--- config.mk ---
export PLATFORM = sky130hd
export DESIGN_NAME = iwrr_weight_counter
export DESIGN_NICKNAME = d
export VERILOG_FILES = /design/src/rtl/iwrr_weight_counter.sv
export SDC_FILE = /design/constraint.sdc
export NUM_CORES = 1
export LEC_CHECK = 0
export BUFFER_PORTS_ARGS = -buffer_cell sky130_fd_sc_hd__clkbuf_2
export CAP_MARGIN = 20
export CORE_MARGIN = 4
export CORE_UTILIZATION = 45
export DETAILED_ROUTE_END_ITERATION = 16
export PLACE_DENSITY_LB_ADDON = 0.3
export SYNTH_ARGS = -nofsm -noshare
export SYNTH_HDL_FRONTEND = slang
export SYNTH_SLANG_ARGS = --single-unit
--- constraint.sdc ---
create_clock -name clk -period 2.2 [get_ports clk]
set_clock_uncertainty 0.1 [all_clocks]
set_input_delay 0.22 -clock clk [delete_from_list [all_inputs] [get_ports clk]]
set_output_delay 0.22 -clock clk [all_outputs]
set_load 0.005 [all_outputs]
--- src/rtl/iwrr_weight_counter.sv ---
// iwrr_weight_counter: per-requester credit store for the IWRR arbiter.
// Holds the remaining weight of each requester for the current round.
// Decrements the granted requester's credit on every legal grant.
// Reloads all credits from the configured weights when the downstream
// round-completion detector flags the last grant of a round.
module iwrr_weight_counter #(
    parameter int P_REQUESTER_NUM = 3,
    parameter int P_WEIGHT_W      = 2
) (
    input  logic                                     clk,
    input  logic                                     rst_n,
    input  logic [0:P_REQUESTER_NUM*P_WEIGHT_W-1]    cfg_weight_i,
    input  logic [P_REQUESTER_NUM-1:0]               grant_i,
    input  logic                                     round_comp_i,
    input  logic                                     flush_i,
    output logic [0:P_REQUESTER_NUM*P_WEIGHT_W-1]    req_weight_o,
    output logic [P_REQUESTER_NUM-1:0]               req_weight_remain_o,
    output logic [P_WEIGHT_W-1:0]                    num_grant_req_o,
    output logic                                     round_active_o,
    output logic                                     round_done_o,
    output logic                                     grant_err_o
);

    localparam int N       = P_REQUESTER_NUM;
    localparam int W       = P_WEIGHT_W;
    localparam int NW      = N * W;
    localparam int MAX_CNT = (1 << W) - 1;

    localparam logic [W-1:0] ONE_W = W'(1);

    localparam logic [0:0] ST_LOAD = 1'b0;
    localparam logic [0:0] ST_RUN  = 1'b1;

    logic [0:0]    state_q, state_d;
    logic [0:NW-1] credit_q, credit_d;
    logic          round_done_q, round_done_d;
    logic          grant_err_q, grant_err_d;

    logic          cfg_any;
    logic          credit_any;
    logic          grant_hits_credit;
    logic          grant_legal;
    int            active_cnt;

    // Outputs derived from registered state only, so nothing loops back through the detector
    always_comb begin
        active_cnt          = 0;
        req_weight_remain_o = '0;
        for (int k = 0; k < N; k++) begin
            if (credit_q[k*W +: W] > ONE_W) begin
                req_weight_remain_o[k] = 1'b1;
            end
            if (credit_q[k*W +: W] != '0) begin
                active_cnt = active_cnt + 1;
            end
        end
        num_grant_req_o = (active_cnt > MAX_CNT) ? W'(MAX_CNT) : W'(active_cnt);
        req_weight_o    = credit_q;
        round_active_o  = (state_q == ST_RUN);
        round_done_o    = round_done_q;
        grant_err_o     = grant_err_q;
    end

    // Classify the incoming grant: legal only if one-hot and aimed at a nonzero credit
    always_comb begin
        grant_hits_credit = 1'b0;
        for (int k = 0; k < N; k++) begin
            if (grant_i[k] && (credit_q[k*W +: W] != '0)) begin
                grant_hits_credit = 1'b1;
            end
        end
        grant_legal = $onehot(grant_i) && grant_hits_credit;
        cfg_any     = |cfg_weight_i;
        credit_any  = |credit_q;
    end

    // Next-state logic: flush wins, LOAD copies the config, RUN consumes credits
    always_comb begin
        state_d      = state_q;
        credit_d     = credit_q;
        round_done_d = 1'b0;
        grant_err_d  = 1'b0;
        if (flush_i) begin
            state_d = ST_LOAD;
        end else if (state_q == ST_LOAD) begin
            credit_d    = cfg_weight_i;
            state_d     = cfg_any ? ST_RUN : ST_LOAD;
            grant_err_d = |grant_i;
        end else begin
            if (!credit_any) begin
                state_d = ST_LOAD;
            end
            if (grant_legal) begin
                if (round_comp_i) begin
                    credit_d     = cfg_weight_i;
                    round_done_d = 1'b1;
                    state_d      = cfg_any ? ST_RUN : ST_LOAD;
                end else begin
                    for (int k = 0; k < N; k++) begin
                        if (grant_i[k]) begin
                            credit_d[k*W +: W] = credit_q[k*W +: W] - ONE_W;
                        end
                    end
                end
            end else if (grant_i != '0) begin
                grant_err_d = 1'b1;
            end
        end
    end

    // State and credit registers with synchronous active-low reset
    always_ff @(posedge clk) begin
        if (!rst_n) begin
            state_q      <= ST_LOAD;
            credit_q     <= '0;
            round_done_q <= 1'b0;
            grant_err_q  <= 1'b0;
        end else begin
            state_q      <= state_d;
            credit_q     <= credit_d;
            round_done_q <= round_done_d;
            grant_err_q  <= grant_err_d;
        end
    end

endmodule
==> metrics.cfg, run 1 <==
[placed_design]
gp_congestion=0.853
dpl_cell_area_sq_um=903
hpwl_um=1400
port_buffers=26
dp_cells=133
post-place-ws_ps=-4.59

[clock_network]
insertion_delay_ps=270
numCtsBuffers=3
cts-htree-levels=1
cts_hold_buf=0
clk_pin_slew_ps=60
cts_setup_buffers=0
clock-sinks=9
cts_max_path_buffers=2
cts-root-buf=clkbuf_4
cts_tree=done

[sta]
relSlewSlack=0.705
worst_pin_slew_ps=438
setup_viol=0
slew_viol_final=0
min_period_over_period=0.933
fmax_ghz=0.487
hold_viol=0
fin_crit_ps=2050
whs_ps=143
rsz0062_at_grt=false
worst_slack_ps=147

[global_routing]
grt_pass1_vias=693
grt.overflow.total=0
antenna_found_initial=0
grt_usage=0.178
grt_pass1_wl_um=2820
grt_start_max_net_pins=14

[pwr]
powerDensity_nw_per_um2=548
power.static_leakage_uw=0.000469
power_uw=511
ir_drop_v=0.000361

[floorplan]
start_util=0.508
num_io_pins=27
die_y_um=47.5
dieArea_sq_um=2260
coreArea_sq_um=1380
row_count=13
dieWidth_um=47.5

[synthesis]
netlist.top_cell.by_area=dfxtp_1
synth.distinct_cells=27
synth_area_leaders=dfxtp_1 (26%), ha_1 (11%), inv_1 (6.4%)
ys_seq_area_frac=0.257
synth_area_sq_um=702
yosys_warnings=0
synth_top_area_share=0.257
synth-seq-cells=9
postSynthAreaPerCell_sq_um=8.26
synthesis.nets=106
synth_cells=85

[worst_setup_path]
crit_path_start_kind=flip-flop
slowest_stage=or4b_1
cp_slowest_stage_delay_ps=540
critPathTopFamily=simple AND/OR/NAND/NOR gates
crit_buf_inv=1
arrival_ps=2120
criticalPathCategory=flip-flop to flip-flop
path_max_fanout=6
cp_cell_sequence=inv_1 -> ha_1 -> nand2b_1 -> and4_1 -> or4b_1 -> a32o_1
crit_required_ps=2260
cp-end-kind=flip-flop

[routing]
ant_nets=0
post-route-drc-count=0
firstDrtPassIters=4
drt_iter0_markers=17
vias=739
wl_um=1680
avgViaCountPerCell=5.39
avgRoutedWirePerCell_um=12.3

[final_layout]
drive_above_1_share=0.328
fillers=116
seqCellArea_sq_um=181
multi_input_comb_area_sq_um=464
fin_nets=144
area_delta_synth_final_pct=33.0
final_area_sq_um=933
n_antenna_cell=0
layout.cells.non_filler=137

[job]
maxCapViolCount=0

[outcome]
status=completed

[min_path]
hp-class=input port to flip-flop

routing by layer:
metal / vias to the layer above / global-route usage / wire (um)
met2: 27 / 0.305 / 829
met1: 333 / 0.211 / 693
li1: 374 / - / -
met4: 0 / 0.0884 / 37
met5: - / 0 / 0
met3: 5 / 0.0338 / 121
per-stage QoR:
stage,TNS (ps),util
floorplan,0,-
global placement,0,0.653
detailed placement,-4.59,0.653
CTS,0,0.672
global route,0,0.675
finish,0,0.675
worst paths after layout:
path	start	end	slack, ps	depth (start not counted)
setup / recovery	req_weight_o[0]	req_weight_o[1]	150	6
hold / removal	round_comp_i	round_done_o	140	2
setup reg to reg	req_weight_o[0]	req_weight_o[1]	150	6
hold reg to reg	req_weight_o[2]	req_weight_o[2]	370	2
layout make-up:
| cell class | instances | area share |
|---|---|---|
| multi-input cells | 62 | 0.497 |
| repair buffers | 35 | 0.212 |
| flip-flops and latches | 9 | 0.194 |
| inverters | 12 | 0.0483 |
| clock buffers | 4 | 0.0282 |
| well taps | 15 | 0.0201 |
placed cells by master, fill, tap and decap left out:
cell type	instances
clkbuf_2	26
inv_1	12
nor2_1	10
buf_4	9
dfxtp_1	8
nand2b_1	5
ha_1	5
a21oi_1	4
nand2_1	4
and2_1	3
or4b_1	3
nor4_1	3
a32o_1	3
mux2i_1	3
clkbuf_4	3
and4_1	2
nor2b_1	2
o211a_1	2
o21ai_0	2
fa_1	2
nor3b_1	1
nand4_1	1
a31oi_1	1
nor3_1	1
o2111ai_1	1
and3_1	1
o211ai_1	1
o31ai_1	1
ha_2	1
clkbuf_1	1
dfxtp_2	1
flip-flops by register name (all words and copies together), names as in the netlist:
signal,flops
round_done_o,1
round_active_o,1
grant_err_o,1
req_weight_o,6
cell families (layout without fill, tap and decap cells):
kind of cell	count (synthesis)	in the layout	share of synthesized area
compound gates	15	15	0.157
fa+ha+maj	8	8	0.164
buf+inv	14	51	0.0856
flops	9	9	0.257
mux	3	3	0.0428
simple gates	36	36	0.294
repair_timing:
action,CTS,global route
gates resized for setup,0,2
hold endpoints to repair,0,0
endpoints found under the setup margin,0,1
cell usage after synthesis:
library cell and count:
and4_1 2, o31ai_1 1, mux2i_1 3, ha_1 6, nand2b_1 5, a32o_1 3, nor3b_1 1, o21ai_0 2
nand2_1 4, or4b_1 3, and2_1 3, dfxtp_1 9, buf_6 1, o211ai_1 1, o211a_1 2, nor4_1 3
o2111ai_1 1, nor2b_1 2, and3_1 1, nor3_1 1, a31oi_1 1, a21oi_1 4, nand4_1 1, clkbuf_1 1
fa_1 2, nor2_1 10, inv_1 12
power by group:
group,total (uW),internal (uW),switching (uW)
Sequential,184,177,7.73
Combinational,189,95.8,93.6
Clock,137,70.3,67.0
Power figures use the tool's default switching activity.
==> run 2: changes to the inputs <==
CORE_ASPECT_RATIO = 0.9   (was default)
==> run 2 against run 1 <==
Net effect: utilization shrank 3.7 points; cell count unchanged; setup slack got worse by 33 ps; critical path depth stayed put; flip-flop and latch count did not move; critical endpoint is now req_weight_o[5]; largest power group unchanged; highest routed layer unchanged.
==> metrics.cfg, run 2 (same netlist as run 1, synthesis figures left out) <==
[worst_setup_path]
criticalPathCategory=flip-flop to flip-flop
path_max_fanout=6
r2r_cells=6
crit_path_start_kind=flip-flop
cp_cell_sequence=inv_1 -> ha_2 -> nand2b_1 -> and4_2 -> or4b_1 -> a32o_1
cp_slowest_stage_delay_ps=540
cp-end-kind=flip-flop
crit_required_ps=2250
arrival_ps=2140
timing.rr.start=req_weight_o[2]
r2r_end=req_weight_o[5]
slowest_stage=or4b_1
ff2ff_setup_slack_ps=110

[min_path]
hp-class=input port to flip-flop
whs_endpoint=round_done_o
min_from=round_comp_i
whs_path_depth=2

[global_routing]
antenna_found_initial=0
grt_pass1_wl_um=2880
grt.overflow.total=0
grt_start_max_net_pins=14
grt_pass1_vias=710
grt_usage=0.168

[sta]
relSlewSlack=0.714
fmax_ghz=0.479
min_period_over_period=0.948
hold_viol=0
worst_pin_slew_ps=425
slew_viol_final=0
setup_viol=0
fin_tns_setup_ps=0
fin_crit_ps=2090
rsz0062_at_grt=false

[floorplan]
dieWidth_um=49.6
start_util=0.479
die_y_um=45.5
num_io_pins=27
dieArea_sq_um=2260
row_count=13
coreArea_sq_um=1460

[pwr]
ir_drop_v=0.000325
powerDensity_nw_per_um2=546
power.static_leakage_uw=0.000469

[routing]
wl_um=1750
avgViaCountPerCell=5.44
vias=745
post-route-drc-count=0
ant_nets=0
firstDrtPassIters=4
avgRoutedWirePerCell_um=12.8
drt_iter0_markers=17

[placed_design]
dpl_cell_area_sq_um=903
hpwl_um=1430
gp_congestion=0.843
port_buffers=26

[final_layout]
fin_nets=144
fillers=131
seqCellArea_sq_um=181
n_antenna_cell=0
largest_register_ff_count=6
final_area_sq_um=935
area_delta_synth_final_pct=33.2
drive_above_1_share=0.336
final_common_cell=clkbuf_2
multi_input_comb_area_sq_um=465
layout_common_cells=clkbuf_2 (26), inv_1 (12), nor2_1 (10)

[clock_network]
cts-htree-levels=1
cts_max_path_buffers=2
clock-sinks=9
insertion_delay_ps=260
cts_hold_buf=0
cts-root-buf=clkbuf_4
numCtsBuffers=3
clk_pin_slew_ps=70
cts_tree=done

[job]
maxCapViolCount=0

[outcome]
status=completed

## run 2: cell types whose count changed in the layout (fill, tap and decap cells not counted)
| cell | before | now |
|---|---|---|
| and4_2 | 0 | 1 |
| and4_1 | 2 | 1 |
## run 2: worst max-delay path by stage
stage,end,slack (ps),start
after global routing,req_weight_o[5],30,req_weight_o[2]
final,req_weight_o[5],110,req_weight_o[2]
after detailed placement,req_weight_o[5],-20,grant_i[0]
after global placement,req_weight_o[5],40,grant_i[0]
after floorplan,req_weight_o[1],180,req_weight_o[5]
after CTS,req_weight_o[5],80,req_weight_o[1]
## run 2: through the flow
| step | std cells | hold WS (ps) | worst slack [ps] | utilization | total power [uW] |
|---|---|---|---|---|---|
| after floorplan | 85 | 288 | 182 | - | 292 |
| after global placement | 133 | 360 | 40.1 | 0.617 | 373 |
| after detailed placement | 133 | 367 | -23.9 | 0.617 | 379 |
| after CTS | 137 | 139 | 81.6 | 0.635 | 517 |
| after global routing | 137 | 147 | 32.6 | 0.638 | 548 |
| final | 137 | 144 | 114 | 0.638 | 511 |
## run 2: metal layers
metal | global-route usage | wire (um)
met1 | 0.197 | 751
met2 | 0.298 | 895
met3 | 0.0328 | 91
met4 | 0.0829 | 11
met5 | 0 | 0
## run 2: area by class of cell
| class | instances | share of cell area |
|---|---|---|
| tap | 15 | 0.0201 |
| sequential | 9 | 0.194 |
| clock buffer | 4 | 0.0281 |
| multi-input combinational | 62 | 0.498 |
| timing repair buffer | 35 | 0.212 |
| inverter | 12 | 0.0482 |
## run 2: timing repair
| item | 4_1_cts | 5_1_grt |
|---|---|---|
| hold endpoints to repair | 0 | 0 |
| resized for setup | 0 | 3 |
| setup endpoints to repair | 0 | 1 |
| setup buffers | 0 | 0 |
## run 2: worst max-delay path, delay by kind of cell (launching register included)
family                     cells  cell delay, ps
adders and majority gates      1             210
AOI/OAI and AO/OA              1             280
and+or+nand+nor                3             970
DFF                            1             340
buffers and inverters          1              80
## run 2: where the power goes
| group | total [uW] | leakage [uW] | internal (uW) | switching, uW |
|---|---|---|---|---|
| Sequential | 184 | 0.0000744 | 177 | 7.71 |
| Combinational | 193 | 0.000380 | 96.8 | 96.0 |
| Clock | 133 | 0.0000150 | 70.1 | 63.2 |
| Total | 511 | 0.000469 | 344 | 167 |
==> run 3: changes to the inputs <==
CORE_UTILIZATION = 40   (was 45)
==> run 3 against run 2 <==
Net effect: design area rose by 1.5%; register-to-register slack worse by 60 ps; worst hold slack better by 10 ps; sequential share of layout area decreased by 0.41 points; wire length fell by 3.5%; clock power barely moved; cell count rose by 7.3%; power fell by 0.64%; flip-flop and latch count unchanged; via count shrank 4.4%; critical path type unchanged.
==> metrics.cfg, run 3 (same netlist as run 1, synthesis figures left out) <==
[sta]
fin_tns_setup_ps=0
worst_pin_slew_ps=471
hold_viol=0
fmax_ghz=0.466
fin_crit_ps=2150
worst_slack_ps=54.0
setup_viol=0
relSlewSlack=0.683
rsz0062_at_grt=false
slew_viol_final=0
min_period_over_period=0.975

[final_layout]
final_common_cell=clkbuf_2
layout.cells.non_filler=147
final_area_sq_um=948
n_antenna_cell=0
area_delta_synth_final_pct=35.1
largest_register_ff_count=6
drive_above_1_share=0.317
fin_nets=145
layout_common_cells=clkbuf_2 (26), inv_1 (12), nor2_1 (10), buf_4 (10), dfxtp_1 (9)

[worst_setup_path]
criticalPathCategory=flip-flop to flip-flop
cp-end-kind=flip-flop
crit_required_ps=2260
crit_buf_inv=1
cp_slowest_stage_delay_ps=550
slowest_stage=or4b_1
arrival_ps=2200
timing.rr.start=req_weight_o[2]
crit_path_start_kind=flip-flop
path_max_fanout=6
critPathTopFamily=simple AND/OR/NAND/NOR gates
cp_cell_sequence=inv_1 -> ha_1 -> nand2b_1 -> and4_1 -> or4b_1 -> a32o_1
crit_start=req_weight_o[2]

[clock_network]
cts_max_path_buffers=2
cts_tree=done
insertion_delay_ps=260
cts_setup_buffers=0
clock-sinks=9
numCtsBuffers=3
post_cts_resized=0
cts-htree-levels=1
cts-root-buf=clkbuf_4
cts_hold_buf=0
clk_pin_slew_ps=70

[global_routing]
grt_pass1_wl_um=2880
grt_start_max_net_pins=14
grt_pass1_vias=677
grt_usage=0.158
antenna_found_initial=0
grt.overflow.total=0

[routing]
avgRoutedWirePerCell_um=11.5
firstDrtPassIters=5
avgViaCountPerCell=4.84
post-route-drc-count=0
vias=712
wl_um=1690
ant_nets=0
drt_iter0_markers=3

[outcome]
status=completed

[floorplan]
dieWidth_um=52.2
dieArea_sq_um=2490
row_count=14
coreArea_sq_um=1660
num_io_pins=27
start_util=0.422
die_y_um=47.7

[job]
maxCapViolCount=0

[placed_design]
hpwl_um=1390
dpl_cell_area_sq_um=922
gp_congestion=0.862
post-place-ws_ps=-22.1
dp_cells=143
port_buffers=26

[min_path]
min_from=round_comp_i
hp-class=input port to flip-flop

[pwr]
power.static_leakage_uw=0.000475
ir_drop_v=0.000370
powerDensity_nw_per_um2=535

## run 3: path summary, 6_finish.rpt
path	cells past startpoint	slack [ps]	end
hold / removal	2	150	round_done_o
setup / recovery	6	50	req_weight_o[1]
hold reg to reg	2	370	req_weight_o[0]
setup reg to reg	6	50	req_weight_o[1]
## run 3: per-layer routing
| layer | GRT usage | part of all wire | up-vias |
|---|---|---|---|
| met3 | 0.0280 | 0.060 | 0 |
| met1 | 0.203 | 0.47 | 320 |
| met2 | 0.263 | 0.47 | 18 |
| li1 | - | - | 374 |
| met4 | 0.0765 | 0 | 0 |
| met5 | 0 | 0 | - |
## run 3: where the power goes
part | internal, uW | leakage, uW | total [uW] | switching [uW]
sequential | 176 | 0.0000740 | 183 | 6.91
clock | 70.1 | 0.0000150 | 132 | 62.1
combinational | 97.0 | 0.000386 | 192 | 94.9
total | 343 | 0.000475 | 507 | 164
## run 3: through the flow
| stage | utilization | total power (uW) | hold WS (ps) |
|---|---|---|---|
| 2_1_floorplan | - | 292 | 288 |
| 3_3_place_gp | 0.554 | 376 | 359 |
| 3_5_place_dp | 0.554 | 381 | 367 |
| 4_1_cts | 0.570 | 515 | 151 |
| 5_1_grt | 0.570 | 551 | 162 |
| 6_report | 0.570 | 507 | 154 |
## run 3: layout make-up
cell class,count,area [sq um]
fill,166,716
multi-input combinational,62,462
timing repair buffer,36,205
sequential,9,180
inverter,12,45.0
tap,24,30.0
clock buffer,4,26.3
